===== config.mk =====
export PLATFORM = sky130hd
export DESIGN_NAME = chi_par_monitor
export DESIGN_NICKNAME = d
export VERILOG_FILES = /design/src/rtl/chi_par_pkg.sv /design/src/rtl/chi_par_lane.sv /design/src/rtl/chi_par_monitor.sv
export SDC_FILE = /design/constraint.sdc
export NUM_CORES = 1
export LEC_CHECK = 0
export CORE_AREA = 2 2 267 269
export DETAILED_ROUTE_END_ITERATION = 7
export DIE_AREA = 0 0 269 271
export PLACE_DENSITY_LB_ADDON = 0.15
export RECOVER_POWER = 100
export SKIP_CTS_REPAIR_TIMING = 1
export SLEW_MARGIN = 20
export SYNTH_ARGS = -nofsm -noshare
export SYNTH_HDL_FRONTEND = slang
export SYNTH_SLANG_ARGS = --single-unit
export TNS_END_PERCENT = 1

===== constraint.sdc =====
create_clock -name i_clk -period 4.65 [get_ports i_clk]
set_input_delay 0.93 -clock i_clk [delete_from_list [all_inputs] [get_ports i_clk]]
set_output_delay 0.93 -clock i_clk [all_outputs]
set_load 0.01 [all_outputs]

===== src/rtl/chi_par_pkg.sv =====
// rtl/chi_par_pkg.sv - shared types, constants and parity helper for the CHI parity monitor
package chi_par_pkg;

    // Widest flit the parity helper accepts; narrower flits are zero-extended by the caller.
    localparam int MAX_FLIT_W = 1024;
    localparam int MAX_NB     = MAX_FLIT_W / 8;

    // cap_type encoding
    localparam logic [1:0] CAP_DATA = 2'b01;
    localparam logic [1:0] CAP_CTRL = 2'b10;

    typedef enum logic {
        ST_IDLE = 1'b0,
        ST_CAPT = 1'b1
    } cap_state_t;

    // Expected odd-parity check bit per byte: 1 when the byte holds an even number of ones.
    // Zero-extended missing upper bits of a partial last byte therefore count as 0.
    function automatic logic [MAX_NB-1:0] byte_par_exp(input logic [MAX_FLIT_W-1:0] flit);
        logic [MAX_NB-1:0] r_exp;
        for (int i = 0; i < MAX_NB; i++) begin
            r_exp[i] = ~(^flit[i*8 +: 8]);
        end
        return r_exp;
    endfunction

endpackage


===== src/rtl/chi_par_lane.sv =====
// rtl/chi_par_lane.sv - per-channel parity compare, error pulse, sticky flag and saturating counter
module chi_par_lane
    import chi_par_pkg::*;
#(
    parameter int FLIT_W = 128,
    parameter int NB     = (FLIT_W + 7) / 8,
    parameter int CNT_W  = 16
) (
    input  logic              i_clk,
    input  logic              i_rst,
    input  logic              i_en,
    input  logic              i_clr,
    input  logic              i_flitv,
    input  logic              i_flitv_chk,
    input  logic [FLIT_W-1:0] i_flit,
    input  logic [NB-1:0]     i_flit_chk,
    output logic              o_e,
    output logic              o_data_err,
    output logic              o_ctrl_err,
    output logic [NB-1:0]     o_bm,
    output logic              o_err_pulse,
    output logic              o_err_sticky,
    output logic [CNT_W-1:0]  o_err_cnt
);

    localparam logic [CNT_W-1:0] CNT_MAX = {CNT_W{1'b1}};

    logic [MAX_FLIT_W-1:0] w_flit_ext;
    logic [MAX_NB-1:0]     w_exp_full;
    logic [MAX_NB-1:0]     w_chk_ext;
    logic [MAX_NB-1:0]     w_mask;
    logic [MAX_NB-1:0]     w_bm_full;
    logic                  w_data_act;
    logic                  w_e;
    logic [CNT_W-1:0]      w_cnt_base;

    logic                  r_pulse;
    logic                  r_sticky;
    logic [CNT_W-1:0]      r_cnt;

    assign w_flit_ext = MAX_FLIT_W'(i_flit);
    assign w_exp_full = byte_par_exp(w_flit_ext);
    assign w_chk_ext  = MAX_NB'(i_flit_chk);
    assign w_mask     = MAX_NB'({NB{1'b1}});
    assign w_data_act = i_en & i_flitv;

    // Bytes beyond NB are masked off, so the full-width vector carries only real mismatches.
    assign w_bm_full  = (w_exp_full ^ w_chk_ext) & w_mask & {MAX_NB{w_data_act}};
    assign o_data_err = |w_bm_full;
    assign o_bm       = w_bm_full[NB-1:0];
    assign o_ctrl_err = i_en & (i_flitv_chk == i_flitv);
    assign w_e        = o_data_err | o_ctrl_err;
    assign o_e        = w_e;

    // A clear in the same cycle as an error wipes the old count first, then counts the new error.
    assign w_cnt_base = i_clr ? '0 : r_cnt;

    // Registered error pulse, sticky flag and saturating counter.
    always_ff @(posedge i_clk) begin
        if (i_rst) begin
            r_pulse  <= 1'b0;
            r_sticky <= 1'b0;
            r_cnt    <= '0;
        end else begin
            r_pulse  <= w_e;
            r_sticky <= (r_sticky & ~i_clr) | w_e;
            if (w_e && (w_cnt_base != CNT_MAX)) begin
                r_cnt <= w_cnt_base + CNT_W'(1);
            end else begin
                r_cnt <= w_cnt_base;
            end
        end
    end

    assign o_err_pulse  = r_pulse;
    assign o_err_sticky = r_sticky;
    assign o_err_cnt    = r_cnt;

endmodule


===== src/rtl/chi_par_monitor.sv =====
// rtl/chi_par_monitor.sv - multi-channel CHI flit parity monitor with first-error capture
module chi_par_monitor
    import chi_par_pkg::*;
#(
    parameter int NUM_CH = 4,
    parameter int FLIT_W = 128,
    parameter int CNT_W  = 16,
    parameter int NB     = (FLIT_W + 7) / 8,
    parameter int CH_W   = (NUM_CH > 1) ? $clog2(NUM_CH) : 1
) (
    input  logic                     i_clk,
    input  logic                     i_rst,
    input  logic                     i_en,
    input  logic                     i_clr,
    input  logic [NUM_CH-1:0]        i_flitv,
    input  logic [NUM_CH-1:0]        i_flitv_chk,
    input  logic [NUM_CH*FLIT_W-1:0] i_flit,
    input  logic [NUM_CH*NB-1:0]     i_flit_chk,
    output logic [NUM_CH-1:0]        o_err_pulse,
    output logic [NUM_CH-1:0]        o_err_sticky,
    output logic [NUM_CH*CNT_W-1:0]  o_err_cnt,
    output logic                     o_cap_vld,
    output logic [CH_W-1:0]          o_cap_ch,
    output logic [1:0]               o_cap_type,
    output logic [NB-1:0]            o_cap_byte
);

    logic [NUM_CH-1:0]    w_e;
    logic [NUM_CH-1:0]    w_data_err;
    logic [NUM_CH-1:0]    w_ctrl_err;
    logic [NUM_CH*NB-1:0] w_bm;

    logic [CH_W-1:0]      w_sel_ch;
    logic [1:0]           w_sel_type;
    logic [NB-1:0]        w_sel_byte;

    cap_state_t           r_state;
    cap_state_t           w_state_nxt;
    logic [CH_W-1:0]      r_cap_ch;
    logic [CH_W-1:0]      w_cap_ch_nxt;
    logic [1:0]           r_cap_type;
    logic [1:0]           w_cap_type_nxt;
    logic [NB-1:0]        r_cap_byte;
    logic [NB-1:0]        w_cap_byte_nxt;

    for (genvar c = 0; c < NUM_CH; c++) begin : g_lane
        chi_par_lane #(
            .FLIT_W (FLIT_W),
            .NB     (NB),
            .CNT_W  (CNT_W)
        ) u_lane (
            .i_clk        (i_clk),
            .i_rst        (i_rst),
            .i_en         (i_en),
            .i_clr        (i_clr),
            .i_flitv      (i_flitv[c]),
            .i_flitv_chk  (i_flitv_chk[c]),
            .i_flit       (i_flit[c*FLIT_W +: FLIT_W]),
            .i_flit_chk   (i_flit_chk[c*NB +: NB]),
            .o_e          (w_e[c]),
            .o_data_err   (w_data_err[c]),
            .o_ctrl_err   (w_ctrl_err[c]),
            .o_bm         (w_bm[c*NB +: NB]),
            .o_err_pulse  (o_err_pulse[c]),
            .o_err_sticky (o_err_sticky[c]),
            .o_err_cnt    (o_err_cnt[c*CNT_W +: CNT_W])
        );
    end

    // Lowest-index erroring channel wins; scanning downwards lets the lowest index overwrite last.
    always_comb begin
        w_sel_ch   = '0;
        w_sel_type = 2'b00;
        w_sel_byte = '0;
        for (int c = NUM_CH - 1; c >= 0; c--) begin
            if (w_e[c]) begin
                w_sel_ch   = CH_W'(c);
                w_sel_type = (w_data_err[c] ? CAP_DATA : 2'b00) |
                             (w_ctrl_err[c] ? CAP_CTRL : 2'b00);
                w_sel_byte = w_bm[c*NB +: NB];
            end
        end
    end

    // Capture next state: clear takes effect first, then a pending error may be recorded.
    always_comb begin
        w_state_nxt    = r_state;
        w_cap_ch_nxt   = r_cap_ch;
        w_cap_type_nxt = r_cap_type;
        w_cap_byte_nxt = r_cap_byte;
        if (i_clr) begin
            w_state_nxt    = ST_IDLE;
            w_cap_ch_nxt   = '0;
            w_cap_type_nxt = 2'b00;
            w_cap_byte_nxt = '0;
        end
        if ((i_clr || (r_state == ST_IDLE)) && (|w_e)) begin
            w_state_nxt    = ST_CAPT;
            w_cap_ch_nxt   = w_sel_ch;
            w_cap_type_nxt = w_sel_type;
            w_cap_byte_nxt = w_sel_byte;
        end
    end

    // Capture state and record registers.
    always_ff @(posedge i_clk) begin
        if (i_rst) begin
            r_state    <= ST_IDLE;
            r_cap_ch   <= '0;
            r_cap_type <= 2'b00;
            r_cap_byte <= '0;
        end else begin
            r_state    <= w_state_nxt;
            r_cap_ch   <= w_cap_ch_nxt;
            r_cap_type <= w_cap_type_nxt;
            r_cap_byte <= w_cap_byte_nxt;
        end
    end

    assign o_cap_vld  = (r_state == ST_CAPT);
    assign o_cap_ch   = r_cap_ch;
    assign o_cap_type = r_cap_type;
    assign o_cap_byte = r_cap_byte;

endmodule


==> Yosys cells after proc, flatten, opt, wreduce, memory -nomap -nowiden <==
Index checks and enable logic that the tools add are counted.
{ "totals": {"ff_bits": 93, "out_inout_bits": 93, "elab_cells": 237, "inputBits": 588} }
{ "classes": {"mux": 35, "eq_ne": 8, "n_bitwise": 98, "addsub": 4, "n_reduce_logical": 76} }
{ "ops": {"columns": ["operator", "n"], "rows": [
  ["AND 16 x 128 -> 128 bit", 4],
  ["OR reduction 128 bit", 4],
  ["parity 8 bit", 64],
  ["2-to-1 mux 16 bit", 14],
  ["inverter 1 bit", 66],
  ["adder 16 x 1 -> 16 bit (second input constant)", 4],
  ["!= test 16 bit (second input constant)", 4],
  ["XOR 16 bit", 4],
  ["2-to-1 mux 2 bit", 15],
  ["AND 1 bit", 12],
  ["bitwise OR 1 bit", 8],
  ["bitwise OR 1 x 2 -> 2 bit", 4],
  ["2-to-1 mux 1 bit", 6],
  ["logical AND 1 bit", 5],
  ["== test 1 bit", 4],
  ["OR reduction 4 bit", 1],
  ["nonzero test 2 bit", 1],
  ["logical OR 1 bit", 1]
]} }

==> Depth between registers and ports, before layout <==
{ "logic_depth": {"word_depth": 12, "ltp_mapped": 12, "depth_no_buf": 9} }

==> By module <==
A second synthesis with hierarchy kept.
{ "hier_totals": {"hier_cells": 1132, "hier_area_um2": 10416.2} }
{ "by_module_without_submodules": {"columns": ["module", "n_inst", "area_each_um2", "cells_per_inst", "seq_area_each_um2"], "rows": [
  ["chi_par_lane at g_lane[2].u_lane ...", 2, 2301.0, 252, 360.3],
  ["chi_par_lane at g_lane[0].u_lane", 1, 2379.8, 252, 360.3],
  ["chi_par_lane at g_lane[1].u_lane", 1, 2282.2, 248, 360.3],
  ["chi_par_monitor", 1, 1152.4, 128, 420.4]
]} }

==> Least setup slack after synthesis <==
No wires, ideal clock.
{ "synth_path": {"path_type": "input to register", "from": "input i_flit[173]", "to": "register r_cap_byte[10] (netlist: o_cap_byte[10])", "path_stages": 11, "path_buffers": 2, "arrival_ns": 3.480, "slack_ns": 1.053, "setup_ns": 0.117, "required_ns": 4.533, "cell_sequence": "xor2_1 -> xnor3_1 -> xnor2_1 -> or4_1 -> o311a_1 -> nor2_4 -> a41oi_4 -> and2_1 -> buf_6 -> buf_6 -> a32o_1"} }
{ "synth_via": {"elab_chain_cells": 9, "word_cells_on_any_way": 12, "cone_classes": "mux (3); bitwise (4); reduce/logical (5)"} }
{ "synth_rtl": {"columns": ["item", "line_no", "rtl"], "rows": [
  ["from (decl)", "chi_par_monitor.sv:17", "input logic [NUM_CH*FLIT_W-1:0] i_flit,"],
  ["parity 8 bit (*)", "chi_par_pkg.sv:22", "r_exp[i] = ~(^flit[i*8 +: 8]);"],
  ["inverter 1 bit (*)", "chi_par_pkg.sv:22", null],
  ["XOR 16 bit (*)", "chi_par_lane.sv:48", "assign w_bm_full = (w_exp_full ^ w_chk_ext) & w_mask & {MAX_NB{w_data_act}};"],
  ["AND 16 x 128 -> 128 bit (*)", "chi_par_lane.sv:48", null],
  ["OR reduction 128 bit (*)", "chi_par_lane.sv:49", "assign o_data_err = |w_bm_full;"],
  ["bitwise OR 1 bit (*)", "chi_par_lane.sv:52", "assign w_e = o_data_err | o_ctrl_err;"],
  ["2-to-1 mux 16 bit / OR reduction 4 bit (equally long branches)", "chi_par_monitor.sv:76, chi_par_monitor.sv:97", null],
  ["2-to-1 mux 16 bit / logical AND 1 bit (equally long branches)", "chi_par_monitor.sv:76, chi_par_monitor.sv:97", null],
  ["2-to-1 mux 16 bit / nonzero test 2 bit (equally long branches)", null, null],
  ["to (signal assigned)", "chi_par_monitor.sv:116", "r_cap_byte <= w_cap_byte_nxt;"],
  ["to (decl)", "chi_par_monitor.sv:43", "logic [NB-1:0] r_cap_byte;"]
]} }
Mark *: on every way between the ends. The rest lies on a longest branch, timed or not.
A chain may end at the register's enable or synchronous reset.

==> Worst setup path in the final report <==
{ "layout_path": {"from": "input i_flit_chk[10]", "to": "register r_cap_byte[7] (netlist: o_cap_byte[7])"} }
{ "layout_via": {"elab_chain_cells": 7, "word_cells_on_any_way": 9, "cone_classes": "mux (2); bitwise (3); reduce/logical (4)"} }
{ "layout_rtl": {"columns": ["item", "line_no", "rtl"], "rows": [
  ["from (decl)", "chi_par_monitor.sv:18", "input logic [NUM_CH*NB-1:0] i_flit_chk,"],
  ["XOR 16 bit (*)", "chi_par_lane.sv:48", null],
  ["AND 16 x 128 -> 128 bit (*)", "chi_par_lane.sv:48", null],
  ["OR reduction 128 bit (*)", "chi_par_lane.sv:49", null],
  ["bitwise OR 1 bit (*)", "chi_par_lane.sv:52", null],
  ["OR reduction 4 bit", "chi_par_monitor.sv:97", "if ((i_clr || (r_state == ST_IDLE)) && (|w_e)) begin"],
  ["logical AND 1 bit", "chi_par_monitor.sv:97", null],
  ["2-to-1 mux 16 bit / nonzero test 2 bit (equally long branches)", null, null]
]} }
Marked as above.

==> metrics.cfg <==
[floorplan]
initial_utilization=0.143
dieArea_um2=72900
rows=97
die_y_um=271
pin_count=681
fp.dieW_um=269
core-area_um2=69800

[synthesis]
synth_top_cell_by_area=xnor2_1
syn_avg_cell_area_um2=9.24
synth_edf_count=0
synth_cells=1084
ys_seq_area_frac=0.186
synth_compound_area_frac=0.100
ys_ff_latch=93
yosys.area_share.simple=0.149
synthAdderAreaFrac=0.00500
synth_area_um2=10000
synth_common_cells=315 x xnor2_1, 106 x xor2_1, 93 x dfxtp_1
synth_area_leaders=xnor2_1 28%, dfxtp_1 19%, xnor3_1 14%
yosys.area_share.xor_xnor=0.522
synth_top_family_by_area=XOR/XNOR gates
synth_cell_types=66
synthMuxAreaShare=0.00725
syn-num-nets=1676
synth-async-reset-ratio=0
yosysWarnings=0
synthFlopType=dfxtp_1
yosysTopAreaCellShare=0.276
yosysMostFrequentCell=xnor2_1

[detailed_routing]
ant_nets=0
vias=10287
vias_per_cell=3.78
dr.pass1.iters=5
route.detailed.drc=0
wirelength_um=57600
wire_per_inst_um=21.2
dr.first_iter.drc_count=369

[sta]
max_clock_freq_mhz=227
fin_crit_sh=0.947
final-setup-viol-count=0
skew_ns=0.0107
slew_headroom=0.526
rsz0062_at_grt=false
final-hold-violation-count=0
final.min_clock_period_ns=4.40
tightest_slew_ns=0.709
setup_ws_ns=0.247
slew_viol_final=0
hold_slack_ns=0.463

[final_layout]
fin_cells=2723
drive_above_1_share=0.0456
area_growth_pct=83.3
nets=2363
final_core_util=0.263

[critical_path]
crit_arrival_ns=4.67
critPathRequiredTime_ns=4.92
r2r_end=g_lane[3].u_lane.o_err_cnt[11]$_SDFF_PP0_
worst-r2r-cell-count=9
crit_path_max_fanout=16
rr_startpoint=g_lane[3].u_lane.o_err_cnt[4]$_SDFF_PP0_
setup.worst_path.end_class=register
r2r_slack_ns=1.57
path_class=in -> reg
startpoint_type=input port

[global_route]
grt_pass1_wl_um=77400
grt_max_degree=47
gr-total-overflow=0
gr-usage-all-layers=0.151
antenna_found_initial=14
grt_pass1_vias=10848

[clock_tree]
h-tree-depth=3
cts_root_buffer=clkbuf_16
cts.clk_slew.worst_paths_ns=0.07
cts.sinks=93
clockBufferDepth=2
clock_latency_ns=0.38
cts_buffers=9
cts_tree=built

[hold_path]
hp-start=g_lane[0].u_lane.o_err_sticky$_SDFF_PP0_
hp-class=reg -> reg
hold_depth=2
hold_path_end=g_lane[0].u_lane.o_err_sticky$_SDFF_PP0_

[place]
dp.cells=2700
dpl.hpwl_um=51000
port-buffer-count=680
gp_congestion=0.886
post-place-ws_ns=-0.125

[power_and_ir_drop]
p_leak_nw=6.94
fin_total_pwr_mw=3.85
vdd_ir_drop_max_uv=259
pwr_density_cell_nw_per_um2=210

[outcome]
status=complete, no violations

[run]
cap_violations=0

## worst max-delay path: stages
cell and delay, ns:
clkdlybuf4s50_1 0.53, xnor2_1 0.16, xnor3_1 0.35, xnor2_1 0.27, clkbuf_4 0.19, nor4b_1 0.54, nand4_1 0.34, a21oi_4 0.40
a41oi_1 0.19, and2_1 0.43, a32o_1 0.33
## stage by stage
stage               cell area (um^2)  TNS [ns]
floorplan                      10000         0
global placement               18100    -0.465
detailed placement             18100     -1.85
CTS                            18400         0
global route                   18400         0
finish                         18400         0
## registers in the layout (all words and copies together) (netlist names)
name / cells
g_lane.u_lane.o_err_sticky: 4
o_cap_type: 2
g_lane.u_lane.o_err_pulse: 4
o_cap_byte: 16
o_cap_ch: 2
o_cap_vld: 1
g_lane.u_lane.o_err_cnt: 64
## placed cells by master (no fill, tap or decap), types with 26 or more instances in the layout
master,synthesis,layout
a21oi_1,26,26
xor2_1,106,106
clkdlybuf4s50_1,0,584
nand4_1,26,26
xnor2_1,315,315
nand2_1,74,74
dlygate4sd3_1,0,95
dfxtp_1,93,93
xnor3_1,64,64
nor4_1,28,28
buf_4,8,34
nor2_1,77,78
## where the power goes
group / switching, mW / leakage [nW] / internal (mW)
registers: 0.0178 / 0.755 / 0.824
logic: 0.995 / 6.06 / 1.29
clock network: 0.361 / 0.126 / 0.365
## kinds of logic (layout without fill, tap and decap cells)
logic type / Yosys count / after routing
xor gates and xnor gates: 491 / 491
and+or+nand+nor: 296 / 296
AOI/OAI and AO/OA: 127 / 127
DFF: 93 / 93
buffers and inverters: 66 / 758
muxes: 7 / 7
adders and majority gates: 4 / 4
other: 0 / 7
## worst max path at each step
stage	start	to	slack, ns	cells past startpoint
after floorplan	i_flit[173]	o_cap_byte[10]$_SDFFE_PP0P_	1.05	11
after global placement	i_flit[93]	o_cap_byte[14]$_SDFFE_PP0P_	-0.04	10
after detailed placement	i_flit[278]	o_cap_byte[8]$_SDFFE_PP0P_	-0.12	10
after CTS	i_flit[278]	o_cap_byte[14]$_SDFFE_PP0P_	0.27	10
after global routing	i_flit[278]	o_cap_byte[3]$_SDFFE_PP0P_	0.05	10
final	i_flit_chk[10]	o_cap_byte[7]$_SDFFE_PP0P_	0.25	11
## cell type report
| class | instances | area [um^2] |
|---|---|---|
| repair buffers | 723 | 7130 |
| clock buffers | 10 | 229 |
| inverters | 19 | 71.3 |
| well taps | 940 | 1180 |
| clock inverters | 6 | 45.0 |
| fillers | 7493 | 51400 |
| flip-flops and latches | 93 | 1860 |
| multi-input cells | 925 | 7830 |
| diodes | 7 | 17.5 |
## layer usage
layer | vias to the layer above | wire, um | GRT usage
met2 | 371 | 29400 | 0.273
li1 | 5068 | - | -
met3 | 38 | 6330 | 0.0704
met5 | - | 62 | 0
met1 | 4800 | 21300 | 0.158
met4 | 10 | 559 | 0.0298
No activity file was read; power rests on OpenSTA's default activity.
